`src/rtl/mult_share_ctrl_pkg.sv`:
```
// ----------------------------------------------------------------------------
// mult_share_ctrl_pkg
//   Shared definitions for the multiplier-sharing controller: FSM state
//   encodings, default parameter values and the round-robin pointer helper.
// ----------------------------------------------------------------------------
package mult_share_ctrl_pkg;

    localparam int DEF_NREQ    = 4;
    localparam int DEF_LENGTH  = 32;
    localparam int DEF_TIMEOUT = 255;
    localparam int DEF_CW      = 8;

    typedef enum logic [2:0] {
        ST_IDLE      = 3'd0,
        ST_WAIT_LOW  = 3'd1,
        ST_WAIT_HIGH = 3'd2,
        ST_ERR       = 3'd3,
        ST_FLUSH     = 3'd4
    } state_t;

    // Pointer value after serving requester g: the one just above it, wrapping.
    function automatic int rr_next(input int g, input int n);
        return (g + 1 >= n) ? 0 : g + 1;
    endfunction

endpackage

```
`src/rtl/mult_share_ctrl_rr_arbiter.sv`:
```
// ----------------------------------------------------------------------------
// mult_share_ctrl_rr_arbiter
//   Combinational round-robin pick: the first set request bit at or above
//   ptr, wrapping to the lowest set bit when nothing at or above ptr is set.
//
// Ports
//   req      in   NREQ  request vector
//   ptr      in   IW    highest-priority requester index
//   gnt      out  NREQ  one-hot grant (all zero when no request)
//   gnt_idx  out  IW    binary index of the granted requester
//   any_req  out  1     at least one request bit is set
// ----------------------------------------------------------------------------
module mult_share_ctrl_rr_arbiter #(
    parameter int NREQ = 4,
    parameter int IW   = 2
) (
    input  logic [NREQ-1:0] req,
    input  logic [IW-1:0]   ptr,
    output logic [NREQ-1:0] gnt,
    output logic [IW-1:0]   gnt_idx,
    output logic            any_req
);

    logic [NREQ-1:0] hi_mask;
    logic [NREQ-1:0] hi_req;
    logic [NREQ-1:0] src;

    // Requests at or above the pointer win; otherwise fall back to the full
    // vector, whose lowest set bit is then necessarily below the pointer.
    always_comb begin
        for (int i = 0; i < NREQ; i++) begin
            hi_mask[i] = (i >= int'(ptr));
        end
    end

    assign hi_req  = req & hi_mask;
    assign src     = (|hi_req) ? hi_req : req;
    assign any_req = |req;

    always_comb begin
        gnt_idx = '0;
        for (int i = NREQ - 1; i >= 0; i--) begin
            if (src[i]) gnt_idx = IW'(i);
        end
    end

    always_comb begin
        for (int i = 0; i < NREQ; i++) begin
            gnt[i] = any_req && (gnt_idx == IW'(i));
        end
    end

endmodule

```
`src/rtl/mult_share_ctrl.sv`:
```
// ----------------------------------------------------------------------------
// mult_share_ctrl
//   Shares one iterative multiplier (start/ready handshake) among NREQ
//   requesters. Picks a requester round-robin, launches the multiplier,
//   follows ready falling then rising under a watchdog, and routes the
//   product (or an error response) back to the granted requester. After a
//   watchdog error it waits for the multiplier to go idle before accepting
//   new work, so a start never lands on a busy multiplier.
//
// Ports
//   clock       in   1           rising-edge clock
//   reset       in   1           asynchronous active-high reset
//   req         in   NREQ        per-requester request, held until req_ack
//   req_a       in   NREQ*LENGTH operand A, slice i for requester i
//   req_b       in   NREQ*LENGTH operand B, slice i for requester i
//   req_ack     out  NREQ        one-cycle one-hot: operands accepted
//   resp_valid  out  NREQ        one-cycle one-hot: response for requester i
//   resp_p      out  2*LENGTH    product, held until the next response
//   resp_err    out  1           qualifies resp_valid: watchdog fired, p = 0
//   busy        out  1           controller not idle
//   mul_start   out  1           start pulse to the multiplier
//   mul_a       out  LENGTH      operand A to the multiplier
//   mul_b       out  LENGTH      operand B to the multiplier
//   mul_ready   in   1           multiplier idle with P valid
//   mul_p       in   2*LENGTH    multiplier product
// ----------------------------------------------------------------------------
module mult_share_ctrl
    import mult_share_ctrl_pkg::*;
#(
    parameter int NREQ    = DEF_NREQ,
    parameter int LENGTH  = DEF_LENGTH,
    parameter int TIMEOUT = DEF_TIMEOUT,
    parameter int CW      = DEF_CW
) (
    input  logic                   clock,
    input  logic                   reset,
    input  logic [NREQ-1:0]        req,
    input  logic [NREQ*LENGTH-1:0] req_a,
    input  logic [NREQ*LENGTH-1:0] req_b,
    output logic [NREQ-1:0]        req_ack,
    output logic [NREQ-1:0]        resp_valid,
    output logic [2*LENGTH-1:0]    resp_p,
    output logic                   resp_err,
    output logic                   busy,
    output logic                   mul_start,
    output logic [LENGTH-1:0]      mul_a,
    output logic [LENGTH-1:0]      mul_b,
    input  logic                   mul_ready,
    input  logic [2*LENGTH-1:0]    mul_p
);

    localparam int IW = (NREQ > 1) ? $clog2(NREQ) : 1;

    state_t                     state_q, state_d;
    logic [IW-1:0]              ptr_q, ptr_d;
    logic [IW-1:0]              gidx_q, gidx_d;
    logic [CW-1:0]              wd_q, wd_d;
    logic [CW-1:0]              wd_inc;
    logic                       wd_hit;

    logic [NREQ-1:0]            req_ack_d;
    logic [NREQ-1:0]            resp_valid_d;
    logic [2*LENGTH-1:0]        resp_p_d;
    logic                       resp_err_d;
    logic                       busy_d;
    logic                       mul_start_d;
    logic [LENGTH-1:0]          mul_a_d, mul_b_d;

    // Packed views: element i is exactly slice i of the flattened buses.
    logic [NREQ-1:0][LENGTH-1:0] a_vec, b_vec;
    assign a_vec = req_a;
    assign b_vec = req_b;

    logic [NREQ-1:0]            arb_gnt;
    logic [IW-1:0]              arb_idx;
    logic                       arb_any;

    mult_share_ctrl_rr_arbiter #(
        .NREQ (NREQ),
        .IW   (IW)
    ) u_arb (
        .req     (req),
        .ptr     (ptr_q),
        .gnt     (arb_gnt),
        .gnt_idx (arb_idx),
        .any_req (arb_any)
    );

    // Watchdog saturates so it can never wrap back below TIMEOUT.
    assign wd_hit = (wd_q == CW'(TIMEOUT));
    assign wd_inc = (&wd_q) ? wd_q : wd_q + CW'(1);

    always_comb begin
        state_d      = state_q;
        ptr_d        = ptr_q;
        gidx_d       = gidx_q;
        wd_d         = wd_q;
        mul_a_d      = mul_a;
        mul_b_d      = mul_b;
        mul_start_d  = 1'b0;
        req_ack_d    = '0;
        resp_valid_d = '0;
        resp_err_d   = 1'b0;
        resp_p_d     = resp_p;

        unique case (state_q)
            ST_IDLE: begin
                if (arb_any) begin
                    gidx_d      = arb_idx;
                    mul_a_d     = a_vec[arb_idx];
                    mul_b_d     = b_vec[arb_idx];
                    req_ack_d   = arb_gnt;
                    mul_start_d = 1'b1;
                    ptr_d       = IW'(rr_next(int'(arb_idx), NREQ));
                    wd_d        = '0;
                    state_d     = ST_WAIT_LOW;
                end
            end
            ST_WAIT_LOW: begin
                // Ready falling is the multiplier acknowledging the start.
                if (!mul_ready) begin
                    wd_d    = '0;
                    state_d = ST_WAIT_HIGH;
                end else if (wd_hit) begin
                    state_d = ST_ERR;
                end else begin
                    wd_d = wd_inc;
                end
            end
            ST_WAIT_HIGH: begin
                if (mul_ready) begin
                    resp_p_d             = mul_p;
                    resp_valid_d[gidx_q] = 1'b1;
                    state_d              = ST_IDLE;
                end else if (wd_hit) begin
                    state_d = ST_ERR;
                end else begin
                    wd_d = wd_inc;
                end
            end
            ST_ERR: begin
                resp_valid_d[gidx_q] = 1'b1;
                resp_err_d           = 1'b1;
                resp_p_d             = '0;
                state_d              = ST_FLUSH;
            end
            ST_FLUSH: begin
                // No watchdog here: a multiplier that never recovers simply
                // keeps the controller parked rather than risking a start
                // into an operation still in progress.
                if (mul_ready) state_d = ST_IDLE;
            end
            default: state_d = ST_IDLE;
        endcase

        busy_d = (state_d != ST_IDLE);
    end

    always_ff @(posedge clock or posedge reset) begin
        if (reset) begin
            state_q    <= ST_IDLE;
            ptr_q      <= '0;
            gidx_q     <= '0;
            wd_q       <= '0;
            req_ack    <= '0;
            resp_valid <= '0;
            resp_p     <= '0;
            resp_err   <= 1'b0;
            busy       <= 1'b0;
            mul_start  <= 1'b0;
            mul_a      <= '0;
            mul_b      <= '0;
        end else begin
            state_q    <= state_d;
            ptr_q      <= ptr_d;
            gidx_q     <= gidx_d;
            wd_q       <= wd_d;
            req_ack    <= req_ack_d;
            resp_valid <= resp_valid_d;
            resp_p     <= resp_p_d;
            resp_err   <= resp_err_d;
            busy       <= busy_d;
            mul_start  <= mul_start_d;
            mul_a      <= mul_a_d;
            mul_b      <= mul_b_d;
        end
    end

endmodule

```
`config.mk`:
```
export PLATFORM = sky130hd
export DESIGN_NAME = mult_share_ctrl
export DESIGN_NICKNAME = d
export VERILOG_FILES = /design/src/rtl/mult_share_ctrl_pkg.sv /design/src/rtl/mult_share_ctrl_rr_arbiter.sv /design/src/rtl/mult_share_ctrl.sv
export SDC_FILE = /design/constraint.sdc
export NUM_CORES = 1
export LEC_CHECK = 0
export ABC_CLOCK_PERIOD_IN_PS = 4300
export CAP_MARGIN = 15
export CELL_PAD_IN_SITES_DETAIL_PLACEMENT = 1
export CELL_PAD_IN_SITES_GLOBAL_PLACEMENT = 2
export CORE_MARGIN = 2
export CORE_UTILIZATION = 19
export DETAILED_ROUTE_END_ITERATION = 12
export PLACE_DENSITY_LB_ADDON = 0.1
export SKIP_LAST_GASP = 1
export SYNTH_ARGS = -nofsm -noshare
export SYNTH_HDL_FRONTEND = slang
export SYNTH_SLANG_ARGS = --single-unit
```
`constraint.sdc`:
```
create_clock -name clock -period 4.3 [get_ports clock]
set_input_delay 0.43 -clock clock [delete_from_list [all_inputs] [get_ports clock]]
set_output_delay 0.43 -clock clock [all_outputs]
set_load 0.01 [all_outputs]
```
==> impl_metrics.json, run 1 <==
{
  "status": "finished, final reports clean",
  "async_reset_ff_frac": 1.000,
  "slew-limit-headroom": 0.3207,
  "avgViaCountPerCell": 4.528,
  "first_pass_iters": 4,
  "ir_drop_mv": 0.4267,
  "timing.max_cap.violations": 0,
  "setup_tns_ps": 0,
  "netlist_instances": 637,
  "p_per_area_nw_per_um2": 684.5,
  "syn_nets": 966,
  "drtIter0Drc": 244,
  "fin_util": 0.3439,
  "routedWlPerCell_um": 22.90,
  "area_growth_pct": 78.27,
  "place_area_um2": 12340,
  "ys_types": 48,
  "end_kind": "register",
  "stdcell_area_um2": 12920,
  "overflow": 0,
  "synth_edf_count": 0,
  "worstSetupPathType": "primary input to register",
  "hold_viol": 0,
  "skew_ps": 10.85,
  "synth_ff_type": "dfrtp_1",
  "core_um2": 37580,
  "ant_nets": 0,
  "synthesis.area_um2": 7249,
  "p_leak_nw": 5.294,
  "worstMarginPinSlew_ps": 1019,
  "crit_fanout": 69,
  "yosys.cell_count.top_type": "dfrtp_1",
  "numCtsBuffers": 17,
  "cp.arrival_ps": 3030,
  "std_cell_rows": 71,
  "fmax_mhz": 371.2,
  "ys_ff_latch": 154,
  "synth_top_cell_by_area": "dfrtp_1",
  "holdWs_ps": 354.6,
  "setup_viol": 0,
  "synth.top_cells.by_area": "dfrtp_1, mux2i_1, a22o_1, a221oi_1, o22ai_1",
  "critPathRequiredTime_ps": 4630,
  "synth_common_cells": "dfrtp_1, nor2_1, o22ai_1",
  "h-tree-depth": 4,
  "cp-start-kind": "primary input",
  "hold_buffers": 0,
  "start_util": 0.1929,
  "fp.dieW_um": 199.3,
  "antenna_found_initial": 7,
  "finalCritPeriodShare": 0.6264,
  "clk_path_buf_depth": 2,
  "grt_pass1_vias": 7493,
  "totalWireLength_um": 36570,
  "maxSlewViolCount": 0,
  "drive_gt1_frac": 0.05643,
  "nets": 1397,
  "synth_top_area_frac": 0.5316,
  "postCtsSetupRepairBufs": 0,
  "clk_pin_slew_ps": 70,
  "cts-root-buf": "clkbuf_16",
  "cts-resized-gates": 0,
  "grt_max_degree": 73,
  "io_pins": 466,
  "io_buffers": 465,
  "cts_tree": "done",
  "ys_seq_area_frac": 0.5316,
  "drc": 0,
  "regToRegStartpoint": "state_q[2]",
  "place.gp.congestion": 0.7384,
  "avgSynthCellArea_um2": 11.38,
  "vias": 7231,
  "clock_sinks": 154,
  "grt_use_total": 0.1768,
  "startpoint": "req[3]",
  "synth_warnings": 0,
  "period_needed_ps": 2694,
  "dpl.hpwl_um": 26440,
  "fp.dieH_um": 199.3,
  "rsz0062_at_grt": "no",
  "hold_class": "primary input to asynchronous set/reset pin",
  "grt_pass1_wl_um": 50760,
  "insertion_delay_ps": 440,
  "fp.dieArea_um2": 39730
}
==> power by group <==
part           internal [mW]  leakage (nW)  switching, mW
combinational           2.39          3.12           2.42
sequential              2.16          1.91          0.425
clock                  0.774         0.263          0.683
==> metal layers <==
metal  routed length [um]  track usage  share of wire
met3                 2572      0.05485          0.070
met5                   42            0         0.0011
met4                  705      0.05652          0.019
met1                14250       0.2028           0.39
met2                19000       0.3124           0.52
==> layout make-up <==
class / count / area [um2]
Multi-Input combinational cell: 415 / 3079
Timing Repair Buffer: 475 / 4767
Antenna cell: 5 / 12.51
Inverter: 5 / 25.02
Clock buffer: 20 / 456.7
Fill cell: 4206 / 24650
Tap cell: 511 / 639.4
Clock inverter: 12 / 90.09
Sequential cell: 154 / 3854
==> final timing paths <==
check,end,slack [ps],cells past startpoint
min reg2reg,resp_p[17],500,1
min in group clock,resp_p[17],500,1
max,mul_b[28],1610,7
max reg2reg,mul_b[28],1720,5
max in group asynchronous,mul_b[0],3160,3
min,mul_b[8],350,2
==> cell families after synthesis <==
group,Yosys count,synth area share
flops,154,0.5316
mux,65,0.08975
xor+xnor,5,0.006040
compound gates,228,0.2480
simple gates,115,0.07128
fa+ha+maj,2,0.003451
buf+inv,68,0.04988
==> critical path, stage by stage <==
cell,delay [ps]
clkdlybuf4s50_1,660
nor4_2,140
or4_4,620
inv_4,120
buf_4,660
nor2_1,100
o22ai_1,190
==> registers in the layout (all words and copies together), names as in the netlist <==
signal      count
busy            1
ptr_q           2
mul_b          32
resp_err        1
resp_p         64
wd_q            8
resp_valid      4
mul_a          32
req_ack         4
mul_start       1
gidx_q          2
state_q         3
==> through the flow <==
stage	worst slack [ps]	total power [mW]	instances
floorplan	1925	5.104	637
global placement	1150	7.494	1559
detailed placement	1123	7.524	1559
CTS	1604	9.043	1591
global route	1458	9.468	1596
finish	1606	8.847	1597
==> layout by cell type, fill, tap and decap left out, drive strengths merged, types with 10 or more instances in the layout <==
cell type / synthesis / final
o22ai: 68 / 68
nand2: 13 / 13
mux2i: 65 / 65
dfrtp: 154 / 154
a221oi: 64 / 64
a22o: 64 / 64
a21oi: 14 / 14
buf: 44 / 10
clkdlybuf4s50: 0 / 465
clkbuf: 19 / 20
nor2: 76 / 76
Power figures use the tool's default switching activity.
==> run 2, diff against run 1 <==
--- a/config.mk
+++ b/config.mk
@@ -5,12 +5,12 @@
 export SDC_FILE = /design/constraint.sdc
 export NUM_CORES = 1
 export LEC_CHECK = 0
-export ABC_CLOCK_PERIOD_IN_PS = 4300
+export ABC_CLOCK_PERIOD_IN_PS = 2800
 export CAP_MARGIN = 15
 export CELL_PAD_IN_SITES_DETAIL_PLACEMENT = 1
 export CELL_PAD_IN_SITES_GLOBAL_PLACEMENT = 2
 export CORE_MARGIN = 2
-export CORE_UTILIZATION = 19
+export CORE_UTILIZATION = 21
 export DETAILED_ROUTE_END_ITERATION = 12
 export PLACE_DENSITY_LB_ADDON = 0.1
 export SKIP_LAST_GASP = 1
==> constraint.sdc (replaced) <==
create_clock -name clock -period 2.8 [get_ports clock]
set_input_delay 0.28 -clock clock [delete_from_list [all_inputs] [get_ports clock]]
set_output_delay 0.28 -clock clock [all_outputs]
set_load 0.01 [all_outputs]
==> run 2 against run 1 <==
Effect of this change: combinational power grew 60%; largest power group unchanged; power grew 58%; wire length shrank 0.94%; highest routed layer unchanged; critical endpoint is now mul_b[15].
==> impl_metrics.json, run 2 (synthesis gave the netlist of run 1 again) <==
{
  "dpl.hpwl_um": 26980,
  "period_needed_ps": 2421,
  "clk_path_buf_depth": 2,
  "fmax_mhz": 413.0,
  "slowest_stage": "o221a_2",
  "routedWlPerCell_um": 23.30,
  "largest_registers": "resp_p (64), mul_a (32), mul_b (32)",
  "avgViaCountPerCell": 4.680,
  "std_cell_rows": 68,
  "largest_reg_flops": 64,
  "postCtsSetupRepairBufs": 0,
  "totalWireLength_um": 36230,
  "critPathRequiredTime_ps": 3150,
  "rr_worst_depth": 6,
  "grt_pass1_vias": 7588,
  "grt_use_total": 0.1962,
  "overflow": 0,
  "hold_buffers": 0,
  "timing.max_cap.violations": 0,
  "status": "finished, final reports clean",
  "cpPeakStageDelay_ps": 750,
  "setup_tns_ps": 0,
  "drc": 0,
  "design_power_total_mw": 13.98,
  "core_um2": 34290,
  "p_leak_nw": 5.394,
  "maxSlewViolCount": 0,
  "ant_nets": 0,
  "cts-root-buf": "clkbuf_16",
  "end_kind": "register",
  "grt_pass1_wl_um": 51720,
  "fp.dieW_um": 189.8,
  "mostFrequentLayoutCells": "clkdlybuf4s50_1, dfrtp_1, nor2_1",
  "setup_viol": 0,
  "hold_class": "primary input to asynchronous set/reset pin",
  "cts-resized-gates": 0,
  "vias": 7278,
  "io_buffers": 465,
  "fp.dieH_um": 189.8,
  "crit_fanout": 31,
  "final_common_cell": "clkdlybuf4s50_1",
  "drive_gt1_frac": 0.06593,
  "cp-start-kind": "register",
  "slew-limit-headroom": 0.3548,
  "worstSetupPathType": "register to register",
  "place.gp.congestion": 0.7487,
  "hold_viol": 0,
  "area_growth_pct": 80.22,
  "worstMarginPinSlew_ps": 967.9,
  "skew_ps": 10.22,
  "rsz0062_at_grt": "no",
  "cts_tree": "done",
  "path_cells": "inv_1 -> a21oi_1 -> o221a_2 -> buf_4 -> a221oi_1 -> o22ai_1",
  "first_pass_iters": 4,
  "insertion_delay_ps": 440,
  "fp.dieArea_um2": 36020,
  "h-tree-depth": 4,
  "fillerInstances": 3722,
  "start_util": 0.2114,
  "path_delay_family": "compound AO/OA/AOI/OAI gates",
  "clock_sinks": 154,
  "antenna_found_initial": 9,
  "cp_num_cells": 6,
  "cp.arrival_ps": 2770,
  "numCtsBuffers": 17,
  "critPathBufInv": 2,
  "nets": 1408,
  "clk_pin_slew_ps": 70,
  "finalCritPeriodShare": 0.8648,
  "drtIter0Drc": 295,
  "largest_register": "resp_p",
  "p_per_area_nw_per_um2": 1070,
  "grt_max_degree": 71,
  "ir_drop_mv": 0.6813,
  "io_pins": 466
}
run 2: cell types whose count changed in the layout (fill, tap and decap cells not counted), sizes merged:
cell | previous run | this run
inv | 7 | 10
diode | 5 | 8
buf | 10 | 21
bufinv | 0 | 1
clkbuf | 20 | 19
clkinv | 6 | 3
run 2: per-stage QoR:
step	util	instance area (um2)	worst slack [ps]	hold slack, ps	std cells
2_1_floorplan	-	7253	575.1	369.6	637
3_3_place_gp	0.3637	12470	120.0	484.2	1515
3_5_place_dp	0.3637	12470	61.88	480.7	1515
4_1_cts	0.3805	13050	392.6	60.39	1547
5_1_grt	0.3810	13070	218.9	79.42	1555
6_report	0.3810	13070	378.5	92.88	1555
run 2: final cells by class:
cell class	instances	area, um2	area share
Inverter	5	25.02	0.001915
Multi-Input combinational cell	415	3060	0.2342
Sequential cell	154	3854	0.2950
Tap cell	455	569.3	0.04357
Clock inverter	13	131.4	0.01006
Timing Repair Buffer	486	4962	0.3798
Antenna cell	8	20.02	0.001532
Clock buffer	19	442.9	0.03390
run 2: final timing paths:
| path | startpoint | end | slack (ps) |
|---|---|---|---|
| max reg2reg | ptr_q[1] | mul_b[15] | 380 |
| min reg2reg | resp_p[3] | resp_p[3] | 500 |
| max | ptr_q[1] | mul_b[15] | 380 |
| min in group clock | mul_p[14] | resp_p[14] | 440 |
| max in group asynchronous | reset | mul_b[8] | 2080 |
| min | reset | resp_p[4] | 90 |
run 2: layer usage:
layer,share of wire,up-vias,track usage
met1,0.41,3654,0.2357
met5,0.00036,-,0
li1,-,3356,-
met4,0.017,2,0.06530
met3,0.058,27,0.05331
met2,0.52,239,0.3393
run 2: report_power, final:
group	leakage, nW	total (mW)	internal [mW]	switching, mW
Combinational	3.21	7.68	3.89	3.79
Clock	0.272	2.34	1.27	1.07
Sequential	1.91	3.96	3.32	0.644
==> run 3, diff against run 2 <==
--- a/config.mk
+++ b/config.mk
@@ -11,6 +11,7 @@
 export CELL_PAD_IN_SITES_GLOBAL_PLACEMENT = 2
 export CORE_MARGIN = 2
 export CORE_UTILIZATION = 21
+export CTS_CLUSTER_DIAMETER = 80
 export DETAILED_ROUTE_END_ITERATION = 12
 export PLACE_DENSITY_LB_ADDON = 0.1
 export SKIP_LAST_GASP = 1
==> results of run 3 <==
Same layout as run 2: the final DEF is identical, and so are final timing and power.
